$ cat config.mk
export PLATFORM = sky130hd
export DESIGN_NAME = pcie_reg_arbiter_flat
export DESIGN_NICKNAME = d
export VERILOG_FILES = /design/src/rtl/pcie_reg_arbiter_pkg.sv /design/src/rtl/pcie_reg_arbiter_if.sv /design/src/rtl/pcie_reg_arbiter_rr_arb2.sv /design/src/rtl/pcie_reg_arbiter.sv /design/src/flat_wrapper.sv
export SDC_FILE = /design/constraint.sdc
export NUM_CORES = 1
export LEC_CHECK = 0
export BUFFER_PORTS_ARGS = -buffer_cell sky130_fd_sc_hd__clkbuf_2
export CAP_MARGIN = 20
export CORE_ASPECT_RATIO = 1.1
export CORE_MARGIN = 4
export CORE_UTILIZATION = 45
export CTS_CLUSTER_DIAMETER = 80
export DETAILED_ROUTE_END_ITERATION = 8
export HOLD_SLACK_MARGIN = 0.12
export PLACE_DENSITY = 0.84
export SETUP_SLACK_MARGIN = 0.05
export SYNTH_ARGS = -nofsm -noshare
export SYNTH_HDL_FRONTEND = slang
export SYNTH_SLANG_ARGS = --single-unit
$ cat constraint.sdc
create_clock -name clk_in -period 4.9 [get_ports clk_in]
set_input_delay 1.225 -clock clk_in [delete_from_list [all_inputs] [get_ports clk_in]]
set_output_delay 1.225 -clock clk_in [all_outputs]
set_load 0.02 [all_outputs]
$ cat src/rtl/pcie_reg_arbiter_pkg.sv
// Shared definitions for the PCIe register-file arbiter.
//   ADDR_WIDTH / DATA_WIDTH : register index and data widths (16 x 32-bit file)
//   state_e                 : arbiter FSM states
//   REQ_H / REQ_F           : requester ids (host TLP decoder / FPGA fabric)
package pcie_reg_pkg;

  localparam int ADDR_WIDTH = 4;
  localparam int DATA_WIDTH = 32;

  typedef enum logic [1:0] {
    IDLE    = 2'd0,
    RD_WAIT = 2'd1,
    RSP     = 2'd2
  } state_e;

  localparam logic REQ_H = 1'b0;
  localparam logic REQ_F = 1'b1;

endpackage

$ cat src/rtl/pcie_reg_arbiter_if.sv
// Bundle of every handshake and register-file signal around the arbiter.
//   h_* : host requester (PCIe BAR0 decoder) request/response channels
//   f_* : FPGA-internal requester request/response channels
//   rf_*: single-ported register file access port
// Handshake rule for all channels: a transfer happens on a rising clock edge
// where valid and ready are both high; the source holds valid and all
// payload fields stable until that edge, and payload is ignored while
// valid is low.
// modport slave  : arbiter side
// modport master : environment side (requesters + register file)
interface pcie_reg_arbiter_if;
  import pcie_reg_pkg::*;

  logic                  h_req_valid;
  logic                  h_req_ready;
  logic                  h_req_write;
  logic [ADDR_WIDTH-1:0] h_req_addr;
  logic [DATA_WIDTH-1:0] h_req_wdata;
  logic                  h_rsp_valid;
  logic                  h_rsp_ready;
  logic [DATA_WIDTH-1:0] h_rsp_data;

  logic                  f_req_valid;
  logic                  f_req_ready;
  logic                  f_req_write;
  logic [ADDR_WIDTH-1:0] f_req_addr;
  logic [DATA_WIDTH-1:0] f_req_wdata;
  logic                  f_rsp_valid;
  logic                  f_rsp_ready;
  logic [DATA_WIDTH-1:0] f_rsp_data;

  logic                  rf_wr_en;
  logic                  rf_rd_en;
  logic [ADDR_WIDTH-1:0] rf_addr;
  logic [DATA_WIDTH-1:0] rf_wdata;
  logic [DATA_WIDTH-1:0] rf_rdata;

  modport slave (
    input  h_req_valid, h_req_write, h_req_addr, h_req_wdata, h_rsp_ready,
    input  f_req_valid, f_req_write, f_req_addr, f_req_wdata, f_rsp_ready,
    input  rf_rdata,
    output h_req_ready, h_rsp_valid, h_rsp_data,
    output f_req_ready, f_rsp_valid, f_rsp_data,
    output rf_wr_en, rf_rd_en, rf_addr, rf_wdata
  );

  modport master (
    output h_req_valid, h_req_write, h_req_addr, h_req_wdata, h_rsp_ready,
    output f_req_valid, f_req_write, f_req_addr, f_req_wdata, f_rsp_ready,
    output rf_rdata,
    input  h_req_ready, h_rsp_valid, h_rsp_data,
    input  f_req_ready, f_rsp_valid, f_rsp_data,
    input  rf_wr_en, rf_rd_en, rf_addr, rf_wdata
  );

endinterface

$ cat src/rtl/pcie_reg_arbiter_rr_arb2.sv
// Two-input round-robin picker (purely combinational).
//   valid_h, valid_f : request valids from H and F
//   last_grant       : id of the side granted most recently (registered by parent)
//   grant            : one-hot grant, bit 0 = H, bit 1 = F; zero when nobody asks
//   winner           : id of the granted side (REQ_H when nobody asks)
module rr_arb2
  import pcie_reg_pkg::*;
(
  input  logic       valid_h,
  input  logic       valid_f,
  input  logic       last_grant,
  output logic [1:0] grant,
  output logic       winner
);

  always_comb begin
    grant  = 2'b00;
    winner = REQ_H;
    // H wins when alone, or on a tie when F was served last.
    if (valid_h && (!valid_f || (last_grant == REQ_F))) begin
      grant  = 2'b01;
      winner = REQ_H;
    end else if (valid_f) begin
      grant  = 2'b10;
      winner = REQ_F;
    end
  end

endmodule

$ cat src/rtl/pcie_reg_arbiter.sv
// Round-robin arbiter sharing a single-ported register file between the
// host BAR0 decoder (H) and FPGA-internal logic (F).
//   clk_in         : clock
//   rstn           : asynchronous active-low reset (deassertion synchronised here)
//   bus            : request/response channels for H and F plus the rf_* port
//   dbg_state      : current FSM state
//   dbg_last_grant : side granted most recently (REQ_H / REQ_F)
// Writes complete in the grant cycle; reads go IDLE -> RD_WAIT -> RSP and
// hold the bus until the issuing side accepts its response.
module pcie_reg_arbiter
  import pcie_reg_pkg::*;
(
  input  logic              clk_in,
  input  logic              rstn,
  pcie_reg_arbiter_if.slave bus,
  output state_e            dbg_state,
  output logic              dbg_last_grant
);

  // Reset synchroniser: rstn clears everything at once, but the arbiter
  // only starts granting two clocks after rstn rises, so no strobe can be
  // raised by a half-released reset.
  logic [1:0] rst_sync_q, rst_sync_d;
  logic       run;

  always_comb rst_sync_d = {rst_sync_q[0], 1'b1};

  always_ff @(posedge clk_in or negedge rstn) begin
    if (!rstn) rst_sync_q <= 2'b00;
    else       rst_sync_q <= rst_sync_d;
  end

  assign run = rst_sync_q[1];

  state_e                state_q, state_d;
  logic                  last_grant_q, last_grant_d;
  logic                  rd_id_q, rd_id_d;
  logic                  h_rsp_valid_q, h_rsp_valid_d;
  logic                  f_rsp_valid_q, f_rsp_valid_d;
  logic [DATA_WIDTH-1:0] h_rsp_data_q, h_rsp_data_d;
  logic [DATA_WIDTH-1:0] f_rsp_data_q, f_rsp_data_d;

  // Requests only compete while idle and out of reset.
  logic       arb_valid_h, arb_valid_f;
  logic [1:0] grant;
  logic       winner;

  assign arb_valid_h = run && (state_q == IDLE) && bus.h_req_valid;
  assign arb_valid_f = run && (state_q == IDLE) && bus.f_req_valid;

  rr_arb2 u_rr_arb2 (
    .valid_h    (arb_valid_h),
    .valid_f    (arb_valid_f),
    .last_grant (last_grant_q),
    .grant      (grant),
    .winner     (winner)
  );

  logic                  h_req_ready, f_req_ready;
  logic                  rf_wr_en, rf_rd_en;
  logic [ADDR_WIDTH-1:0] rf_addr;
  logic [DATA_WIDTH-1:0] rf_wdata;
  logic                  sel_write;
  logic                  sel_rsp_ready;

  always_comb begin
    state_d       = state_q;
    last_grant_d  = last_grant_q;
    rd_id_d       = rd_id_q;
    h_rsp_valid_d = h_rsp_valid_q;
    f_rsp_valid_d = f_rsp_valid_q;
    h_rsp_data_d  = h_rsp_data_q;
    f_rsp_data_d  = f_rsp_data_q;
    h_req_ready   = 1'b0;
    f_req_ready   = 1'b0;
    rf_wr_en      = 1'b0;
    rf_rd_en      = 1'b0;
    rf_addr       = '0;
    rf_wdata      = '0;
    sel_write     = 1'b0;
    sel_rsp_ready = (rd_id_q == REQ_H) ? bus.h_rsp_ready : bus.f_rsp_ready;

    unique case (state_q)
      IDLE: begin
        if (grant != 2'b00) begin
          last_grant_d = winner;
          if (winner == REQ_H) begin
            h_req_ready = 1'b1;
            sel_write   = bus.h_req_write;
            rf_addr     = bus.h_req_addr;
            rf_wdata    = bus.h_req_wdata;
          end else begin
            f_req_ready = 1'b1;
            sel_write   = bus.f_req_write;
            rf_addr     = bus.f_req_addr;
            rf_wdata    = bus.f_req_wdata;
          end
          if (sel_write) begin
            rf_wr_en = 1'b1;
          end else begin
            rf_rd_en = 1'b1;
            rd_id_d  = winner;
            state_d  = RD_WAIT;
          end
        end
      end

      RD_WAIT: begin
        // rf_rdata is valid exactly now, one cycle after rf_rd_en.
        if (rd_id_q == REQ_H) begin
          h_rsp_data_d  = bus.rf_rdata;
          h_rsp_valid_d = 1'b1;
        end else begin
          f_rsp_data_d  = bus.rf_rdata;
          f_rsp_valid_d = 1'b1;
        end
        state_d = RSP;
      end

      RSP: begin
        // Data register is left untouched so it keeps the last read value.
        if (sel_rsp_ready) begin
          h_rsp_valid_d = 1'b0;
          f_rsp_valid_d = 1'b0;
          state_d       = IDLE;
        end
      end

      default: begin
        state_d = IDLE;
      end
    endcase
  end

  always_ff @(posedge clk_in or negedge rstn) begin
    if (!rstn) begin
      state_q       <= IDLE;
      last_grant_q  <= REQ_F;
      rd_id_q       <= REQ_H;
      h_rsp_valid_q <= 1'b0;
      f_rsp_valid_q <= 1'b0;
      h_rsp_data_q  <= '0;
      f_rsp_data_q  <= '0;
    end else begin
      state_q       <= state_d;
      last_grant_q  <= last_grant_d;
      rd_id_q       <= rd_id_d;
      h_rsp_valid_q <= h_rsp_valid_d;
      f_rsp_valid_q <= f_rsp_valid_d;
      h_rsp_data_q  <= h_rsp_data_d;
      f_rsp_data_q  <= f_rsp_data_d;
    end
  end

  assign bus.h_req_ready = h_req_ready;
  assign bus.f_req_ready = f_req_ready;
  assign bus.h_rsp_valid = h_rsp_valid_q;
  assign bus.f_rsp_valid = f_rsp_valid_q;
  assign bus.h_rsp_data  = h_rsp_data_q;
  assign bus.f_rsp_data  = f_rsp_data_q;
  assign bus.rf_wr_en    = rf_wr_en;
  assign bus.rf_rd_en    = rf_rd_en;
  assign bus.rf_addr     = rf_addr;
  assign bus.rf_wdata    = rf_wdata;

  assign dbg_state      = state_q;
  assign dbg_last_grant = last_grant_q;

endmodule
$ cat src/flat_wrapper.sv
// flat-port wrapper written by rule: the top's interface ports become plain ports
module pcie_reg_arbiter_flat import pcie_reg_pkg::*;
  (clk_in, rstn, dbg_state, dbg_last_grant, bus_h_req_valid, bus_h_req_write, bus_h_req_addr, bus_h_req_wdata, bus_h_rsp_ready, bus_f_req_valid, bus_f_req_write, bus_f_req_addr, bus_f_req_wdata, bus_f_rsp_ready, bus_rf_rdata, bus_h_req_ready, bus_h_rsp_valid, bus_h_rsp_data, bus_f_req_ready, bus_f_rsp_valid, bus_f_rsp_data, bus_rf_wr_en, bus_rf_rd_en, bus_rf_addr, bus_rf_wdata);
  pcie_reg_arbiter_if bus_i ();
  input  logic clk_in;
  input  logic rstn;
  output state_e dbg_state;
  output logic dbg_last_grant;
  input wire logic [$bits(bus_i.h_req_valid)-1:0] bus_h_req_valid;
  input wire logic [$bits(bus_i.h_req_write)-1:0] bus_h_req_write;
  input wire logic [$bits(bus_i.h_req_addr)-1:0] bus_h_req_addr;
  input wire logic [$bits(bus_i.h_req_wdata)-1:0] bus_h_req_wdata;
  input wire logic [$bits(bus_i.h_rsp_ready)-1:0] bus_h_rsp_ready;
  input wire logic [$bits(bus_i.f_req_valid)-1:0] bus_f_req_valid;
  input wire logic [$bits(bus_i.f_req_write)-1:0] bus_f_req_write;
  input wire logic [$bits(bus_i.f_req_addr)-1:0] bus_f_req_addr;
  input wire logic [$bits(bus_i.f_req_wdata)-1:0] bus_f_req_wdata;
  input wire logic [$bits(bus_i.f_rsp_ready)-1:0] bus_f_rsp_ready;
  input wire logic [$bits(bus_i.rf_rdata)-1:0] bus_rf_rdata;
  output wire logic [$bits(bus_i.h_req_ready)-1:0] bus_h_req_ready;
  output wire logic [$bits(bus_i.h_rsp_valid)-1:0] bus_h_rsp_valid;
  output wire logic [$bits(bus_i.h_rsp_data)-1:0] bus_h_rsp_data;
  output wire logic [$bits(bus_i.f_req_ready)-1:0] bus_f_req_ready;
  output wire logic [$bits(bus_i.f_rsp_valid)-1:0] bus_f_rsp_valid;
  output wire logic [$bits(bus_i.f_rsp_data)-1:0] bus_f_rsp_data;
  output wire logic [$bits(bus_i.rf_wr_en)-1:0] bus_rf_wr_en;
  output wire logic [$bits(bus_i.rf_rd_en)-1:0] bus_rf_rd_en;
  output wire logic [$bits(bus_i.rf_addr)-1:0] bus_rf_addr;
  output wire logic [$bits(bus_i.rf_wdata)-1:0] bus_rf_wdata;
  assign bus_i.h_req_valid = bus_h_req_valid;
  assign bus_i.h_req_write = bus_h_req_write;
  assign bus_i.h_req_addr = bus_h_req_addr;
  assign bus_i.h_req_wdata = bus_h_req_wdata;
  assign bus_i.h_rsp_ready = bus_h_rsp_ready;
  assign bus_i.f_req_valid = bus_f_req_valid;
  assign bus_i.f_req_write = bus_f_req_write;
  assign bus_i.f_req_addr = bus_f_req_addr;
  assign bus_i.f_req_wdata = bus_f_req_wdata;
  assign bus_i.f_rsp_ready = bus_f_rsp_ready;
  assign bus_i.rf_rdata = bus_rf_rdata;
  assign bus_h_req_ready = bus_i.h_req_ready;
  assign bus_h_rsp_valid = bus_i.h_rsp_valid;
  assign bus_h_rsp_data = bus_i.h_rsp_data;
  assign bus_f_req_ready = bus_i.f_req_ready;
  assign bus_f_rsp_valid = bus_i.f_rsp_valid;
  assign bus_f_rsp_data = bus_i.f_rsp_data;
  assign bus_rf_wr_en = bus_i.rf_wr_en;
  assign bus_rf_rd_en = bus_i.rf_rd_en;
  assign bus_rf_addr = bus_i.rf_addr;
  assign bus_rf_wdata = bus_i.rf_wdata;
  pcie_reg_arbiter u_core (.clk_in(clk_in), .rstn(rstn), .bus(bus_i), .dbg_state(dbg_state), .dbg_last_grant(dbg_last_grant));
endmodule
==> results of run 1 <==
[metrics by stage]
step	instance area, µm²	power (mW)	cells	worst slack, ns	hold slack, ns
finish	4630	2.97	534	0.911	0.357
global route	4630	3.14	534	0.771	0.361
CTS	4630	3.01	534	0.938	0.356
detailed placement	4410	2.48	518	0.939	0.341
global placement	4410	2.42	518	0.995	0.331
floorplan	3270	1.95	226	1.39	0.331
[power groups by stage]
stage	clock network, mW	registers (mW)	logic [mW]
floorplan	0	1.40	0.549
global placement	0	1.05	1.37
detailed placement	0	1.08	1.40
CTS	0.522	1.07	1.41
global route	0.545	1.11	1.49
finish	0.512	1.07	1.39
[final cells by class]
type / count / area, µm²
clock buffer: 10 / 128
tap: 85 / 106
sequential: 72 / 1800
fill: 582 / 2420
multi-input combinational: 133 / 1350
clock inverter: 6 / 91.3
inverter: 4 / 15.0
timing repair buffer: 224 / 1130
[worst max-delay path: stages]
cell	delay, ns
sky130_fd_sc_hd__clkbuf_2	0.15
sky130_fd_sc_hd__a21boi_1	0.33
sky130_fd_sc_hd__nand2_2	0.46
sky130_fd_sc_hd__o221a_2	0.42
sky130_fd_sc_hd__clkbuf_2	0.18
[registers in the layout (all words and copies together) (netlist names)]
signal,cells
u_core.bus.h_rsp_data,32
u_core.dbg_last_grant,1
u_core.dbg_state,2
u_core.bus.f_rsp_valid,1
u_core.bus.f_rsp_data,32
u_core.rd_id_q,1
u_core.bus.h_rsp_valid,1
u_core.rst_sync_q,2
[cell families after synthesis]
kind of cell,after synthesis,share of synthesized area (%)
flops,72,55.1
mux,65,22.4
compound gates,49,15.4
buf+inv,21,3.71
simple gates,18,3.36
other cells,1,0.115
[synth_stat cells, drive strengths merged]
cell type / count
a21boi: 1
a21o: 2
a21oi: 2
a22o: 2
a31oi: 2
a32oi: 2
a41oi: 1
buf: 14
clkbuf: 3
conb: 1
dfrtp: 71
dfstp: 1
inv: 4
mux2: 65
nand2: 4
nand2b: 3
nand3: 2
nor2: 7
nor3b: 1
o21ai: 1
o21bai: 1
o221a: 35
or3b: 1
[worst min-delay path by stage]
| stage | cells past startpoint | start | end |
|---|---|---|---|
| 6_report | 0 | u_core.rst_sync_q[0]$_DFF_PN0_ | u_core.rst_sync_q[1]$_DFF_PN0_ |
| 2_1_floorplan | 0 | u_core.rst_sync_q[0]$_DFF_PN0_ | u_core.rst_sync_q[1]$_DFF_PN0_ |
| 4_1_cts | 0 | u_core.rst_sync_q[0]$_DFF_PN0_ | u_core.rst_sync_q[1]$_DFF_PN0_ |
| 3_5_place_dp | 0 | u_core.rst_sync_q[0]$_DFF_PN0_ | u_core.rst_sync_q[1]$_DFF_PN0_ |
| 5_1_grt | 0 | u_core.rst_sync_q[0]$_DFF_PN0_ | u_core.rst_sync_q[1]$_DFF_PN0_ |
| 3_3_place_gp | 0 | u_core.rst_sync_q[0]$_DFF_PN0_ | u_core.rst_sync_q[1]$_DFF_PN0_ |
[routing by layer]
layer | share of wire (%) | GRT usage [%] | up-vias
li1 | - | - | 1300
met1 | 35 | 23.7 | 1370
met2 | 51 | 38.7 | 155
met3 | 13 | 9.50 | 17
met4 | 1.9 | 7.33 | 0
met5 | 0 | 0 | -
==> out/qor.log, run 1 <==
INFO  power_and_ir_drop power.net_switching=1.22mW
INFO  min_path       min_path_type=register to register
INFO  clock_network  cts_tree=done
INFO  outcome        outcome=complete, no violations
INFO  sta            unrepaired_setup_endpoints_after_global_routing=false
INFO  global_routing largest_net_degree_at_the_start_of_global_routing=39
INFO  global_routing first_global_vias=3,058
INFO  synthesis      total_standard_cell_area_after_synthesis=3270µm²
INFO  route          dr_total_vias=2,842
INFO  route          drcViolationCount=0
INFO  setup_path     worstPathRequired=3.67ns
INFO  setup_path     critical_path.max_fanout=36
INFO  synthesis      cell_types_occupying_the_most_area_after_synthesis=sky130_fd_sc_hd__dfrtp_1 (54%), sky130_fd_sc_hd__mux2_2 (22%), sky130_fd_sc_hd__o221a_2 (12%), sky130_fd_sc_hd__buf_2 (1.5%), sky130_fd_sc_hd__buf_6 (1.4%)
INFO  die            die_area=8710µm²
INFO  route          wirelength=9940µm
INFO  setup_path     endpoint_of_the_worst_setup_timing_path=bus_rf_wdata[28]
INFO  die            start_util=46.5%
INFO  sta            report.final.hold_viol_count=0
INFO  sta            report.final.setup_viol=0
INFO  clock_network  clk-insertion-delay-late=0.34ns
INFO  global_routing grt_residual_overflow=0
INFO  power_and_ir_drop netSwitchingFraction=41.2%
INFO  setup_path     worst_r2r_startpoint=u_core.dbg_state[1]$_DFFE_PN0P_
INFO  power_and_ir_drop relative_contribution_of_combinational_cells_to_total_power=46.7%
INFO  placement      buffer_ports.inserted=220
INFO  sta            final_period_minus_worst_setup_slack=3.99ns
INFO  global_routing antenna_found_initial=0
INFO  die            std_cell_rows=32
INFO  power_and_ir_drop cell_internal_pwr=1.75mW
INFO  clock_network  postCtsResizedCells=0
INFO  power_and_ir_drop powerDensity=642nW/µm²
INFO  power_and_ir_drop cellLeakagePower=2.40nW
INFO  setup_path     critical_path_class=input port to output pin
INFO  setup_path     rr_worst_depth=4
INFO  clock_network  clock_sink_count=72
INFO  global_routing grtUsageTotal=22.3%
INFO  cells_and_area synthToLayoutAreaGrowth=41.3%
INFO  clock_network  h-tree-depth=3
INFO  power_and_ir_drop clock_power_share=17.2%
INFO  power_and_ir_drop ir_drop=0.467mV
INFO  cells_and_area fraction_of_final_layout_cells_sized_beyond_drive_strength_1=76.4%
INFO  synthesis      yosys_warnings=0
INFO  synthesis      yosysTopAreaCell=sky130_fd_sc_hd__dfrtp_1
INFO  die            die_h=97.5µm
INFO  route          detail-route-antenna-nets=0
INFO  clock_network  tritoncts.num_buffers=9
INFO  sta            layout_skew=0.00929ns
INFO  clock_network  cts_hold_buffers=0
INFO  synthesis      synthesis.area_per_instance=14.5µm²
INFO  sta            max_freq=251MHz
INFO  setup_path     reg2reg_slack=2.94ns
INFO  die            placeableCoreArea=7050µm²
INFO  setup_path     crit_arrival=2.76ns
INFO  flow_run       drv.max_cap_violation_count=0
INFO  placement      gpl.final_weighted_congestion=0.878
INFO  route          first_iter_violations=78
INFO  synthesis      synthesized_nets=338
INFO  route          drt-wirelength-per-cell=18.6µm
INFO  clock_network  cts_root_cell=sky130_fd_sc_hd__clkbuf_8
INFO  clock_network  max-clock-path-buffers=2
INFO  route          dr.pass1.iters=4
INFO  cells_and_area final_common_cell=sky130_fd_sc_hd__clkbuf_2
INFO  synthesis      flip_flop_and_latch_count_after_synthesis=72
INFO  synthesis      synthesis.instances=226
INFO  clock_network  cts_setup_buffers=0
INFO  sta            setup_tns=0ns
INFO  cells_and_area final_cell_mix=sky130_fd_sc_hd__clkbuf_2 (219), sky130_fd_sc_hd__dfrtp_1 (71), sky130_fd_sc_hd__mux2_2 (64)
INFO  cells_and_area final_util=65.7%
INFO  die            die_w=89.3µm
INFO  sta            report.final.slew_viol_count=0
INFO  sta            final_min_period_over_clock_period=81.4%
INFO  synthesis      post-synth-top-area-fraction=54.3%
INFO  synthesis      synth_cell_types=28
INFO  route          routed_via_density=5.32
INFO  global_routing global_route_wire_length_before_repair=14,900µm
INFO  cells_and_area antenna_cells_inserted=0
INFO  power_and_ir_drop pwr-share-seq=36.0%
INFO  synthesis      synth_sequential_area_ratio=55.1%
INFO  setup_path     worstReg2RegEnd=u_core.bus.f_rsp_data[7]$_DFFE_PN0P_
INFO  placement      detailedPlacementHpwl=7800µm
INFO  sta            timing_worst_slew_pin_value=0.824ns
INFO  setup_path     worstSetupStartpoint=bus_h_req_valid
INFO  clock_network  clk_pin_slew_worst_paths=0.07ns
INFO  setup_path     startpoint_type=input port
INFO  setup_path     crit_path_end_kind=output pin
INFO  cells_and_area nNetsFinal=556
INFO  die            ioPinCount=221
INFO  sta            slew_headroom=45.0%
Power figures use the tool's default switching activity.
==> run 2, diff against run 1 <==
Settings changed: CORE_UTILIZATION 45 to 42, PLACE_DENSITY 0.84 to 0.79.
Clock period 4.9 ns to 3.95 ns, I/O delays scaled along.
==> run 2 against run 1 <==
Compared with the run above:
- clock power grew 21%
- cell count grew 3.9%
- first-iteration DRC count grew 28%
- wire length grew 9.5%
- utilization shrank 3.4 points
- combinational power grew 27%
- design area grew 1.2%
- die area grew 6.5%
- register-to-register slack lost 0.66 ns
- total power grew 24%
- count of clock-buffer cells in the layout is the same
- worst hold slack gained 0.0040 ns
==> out/qor.log, run 2 (same netlist as run 1, synthesis figures left out) <==
INFO  route          dr.pass1.iters=7
INFO  clock_network  max-clock-path-buffers=2
INFO  setup_path     rr_worst_depth=4
INFO  global_routing first_global_vias=3,029
INFO  sta            setup_tns=0ns
INFO  setup_path     reg2reg_slack=2.28ns
INFO  sta            timing_worst_slew_pin_value=0.535ns
INFO  setup_path     crit_top_cell=sky130_fd_sc_hd__clkbuf_2
INFO  global_routing grtUsageTotal=23.4%
INFO  setup_path     critical_path.max_fanout=30
INFO  min_path       min_path_type=register to register
INFO  sta            report.final.slew_viol_count=0
INFO  setup_path     startpoint_type=input port
INFO  cells_and_area nNetsFinal=558
INFO  setup_path     crit_arrival=2.37ns
INFO  setup_path     critPathMaxStageDelay=0.34ns
INFO  cells_and_area post-route-cell-area=4680µm²
INFO  cells_and_area antenna_cells_inserted=0
INFO  global_routing global_route_wire_length_before_repair=16,400µm
INFO  route          routed_via_density=5.26
INFO  sta            final_period_minus_worst_setup_slack=3.36ns
INFO  setup_path     worst_r2r_startpoint=u_core.dbg_state[1]$_DFFE_PN0P_
INFO  setup_path     critical_path_class=input port to output pin
INFO  cells_and_area synthToLayoutAreaGrowth=43.0%
INFO  route          dr_total_vias=2,919
INFO  route          drcViolationCount=0
INFO  sta            report.final.hold_viol_count=0
INFO  cells_and_area fraction_of_final_layout_cells_sized_beyond_drive_strength_1=76.4%
INFO  clock_network  cts_setup_buffers=0
INFO  route          drt-wirelength-per-cell=19.6µm
INFO  die            start_util=43.6%
INFO  placement      placed_area=4470µm²
INFO  clock_network  cts_tree=done
INFO  flow_run       drv.max_cap_violation_count=0
INFO  die            ioPinCount=221
INFO  sta            final_min_period_over_clock_period=85.1%
INFO  route          detail-route-antenna-nets=0
INFO  sta            unrepaired_setup_endpoints_after_global_routing=false
INFO  setup_path     crit_path_end_kind=output pin
INFO  setup_path     worstPathRequired=2.96ns
INFO  outcome        outcome=complete, no violations
INFO  clock_network  clk-insertion-delay-late=0.34ns
INFO  setup_path     timing.critical_path.buf_inv=3
INFO  sta            report.final.setup_viol=0
INFO  clock_network  h-tree-depth=3
INFO  die            placeableCoreArea=7510µm²
INFO  die            die_h=101µm
INFO  sta            slew_headroom=64.3%
INFO  sta            max_freq=297MHz
INFO  min_path       timing.hold.worst_path_depth=0
INFO  die            std_cell_rows=33
INFO  cells_and_area final_cell_mix=sky130_fd_sc_hd__clkbuf_2 (219), sky130_fd_sc_hd__dfrtp_1 (71), sky130_fd_sc_hd__mux2_2 (64)
INFO  clock_network  clk_pin_slew_worst_paths=0.07ns
INFO  setup_path     crit_path_slowest_cell=sky130_fd_sc_hd__a21boi_1
INFO  clock_network  cts_hold_buffers=0
INFO  setup_path     critPathTopFamily=compound AO/OA/AOI/OAI gates
INFO  power_and_ir_drop powerDensity=789nW/µm²
INFO  min_path       timing.hold.worst.start=u_core.rst_sync_q[0]$_DFF_PN0_
INFO  power_and_ir_drop ir_drop=0.498mV
INFO  min_path       min_delay_worst_endpoint=u_core.rst_sync_q[1]$_DFF_PN0_
INFO  setup_path     crit_path_cell_trace=clkbuf_2 > a21boi_1 > nand2_2 > buf_12 > o221a_2 > clkbuf_2
INFO  clock_network  clock_sink_count=72
INFO  die            die_area=9270µm²
INFO  route          wirelength=10,900µm
INFO  placement      detailedPlacementHpwl=8820µm
INFO  global_routing grt_residual_overflow=0
INFO  global_routing largest_net_degree_at_the_start_of_global_routing=36
INFO  placement      gpl.final_weighted_congestion=0.836
INFO  global_routing antenna_found_initial=1
INFO  clock_network  postCtsResizedCells=0
INFO  clock_network  cts_root_cell=sky130_fd_sc_hd__clkbuf_8
INFO  die            die_w=92.2µm
INFO  setup_path     worstReg2RegEnd=u_core.bus.h_rsp_data[7]$_DFFE_PN0P_
INFO  sta            worst_hold_slack=0.361ns
INFO  clock_network  tritoncts.num_buffers=9
INFO  route          first_iter_violations=100
INFO  cells_and_area final_common_cell=sky130_fd_sc_hd__clkbuf_2
INFO  sta            layout_skew=0.0141ns
INFO  power_and_ir_drop cellLeakagePower=2.41nW
INFO  placement      buffer_ports.inserted=220
run 2: cell types whose count changed in the layout (fill, tap and decap cells not counted):
cell | before | now
sky130_fd_sc_hd__inv_6 | 2 | 1
sky130_fd_sc_hd__buf_12 | 0 | 2
sky130_fd_sc_hd__clkinvlp_4 | 0 | 1
sky130_fd_sc_hd__clkinv_4 | 1 | 0
run 2: how the worst max path moves through the flow:
stage	endpoint	depth (start not counted)	startpoint
3_5_place_dp	bus_rf_wdata[16]	6	bus_h_req_valid
3_3_place_gp	bus_rf_wdata[16]	6	bus_h_req_valid
2_1_floorplan	bus_rf_wdata[11]	5	bus_h_req_valid
6_report	bus_rf_wdata[16]	6	bus_h_req_valid
5_1_grt	bus_rf_wdata[16]	6	bus_h_req_valid
4_1_cts	bus_rf_wdata[16]	6	bus_h_req_valid
run 2: power breakdown:
group / internal [mW] / switching [mW]
sequential: 1.10 / 0.216
clock: 0.353 / 0.264
combinational: 0.718 / 1.04
run 2: per-layer routing:
metal	wire, µm	GRT usage [%]	up-vias	share of wire [%]
met1	3890	24.7	1417	36
li1	-	-	1311	-
met2	5470	41.1	164	50
met4	354	11.4	2	3.3
met5	7	0	-	0.064
met3	1170	8.74	25	11
run 2: through the flow:
| step | power [mW] | cells | utilization [%] | setup WS, ns |
|---|---|---|---|---|
| detailed placement | 3.10 | 540 | 59.5 | 0.600 |
| global placement | 3.04 | 540 | 59.5 | 0.657 |
| CTS | 3.74 | 555 | 62.3 | 0.595 |
| finish | 3.69 | 555 | 62.3 | 0.588 |
| global route | 3.91 | 555 | 62.3 | 0.500 |
| floorplan | 2.42 | 226 | - | 0.919 |
run 2: layout make-up:
type / instances / area [µm²]
inverters: 4 / 15.0
clock inverters: 5 / 81.3
flip-flops and latches: 72 / 1800
clock buffers: 10 / 128
repair buffers: 226 / 1170
well taps: 105 / 131
multi-input cells: 133 / 1350
fillers: 623 / 2830
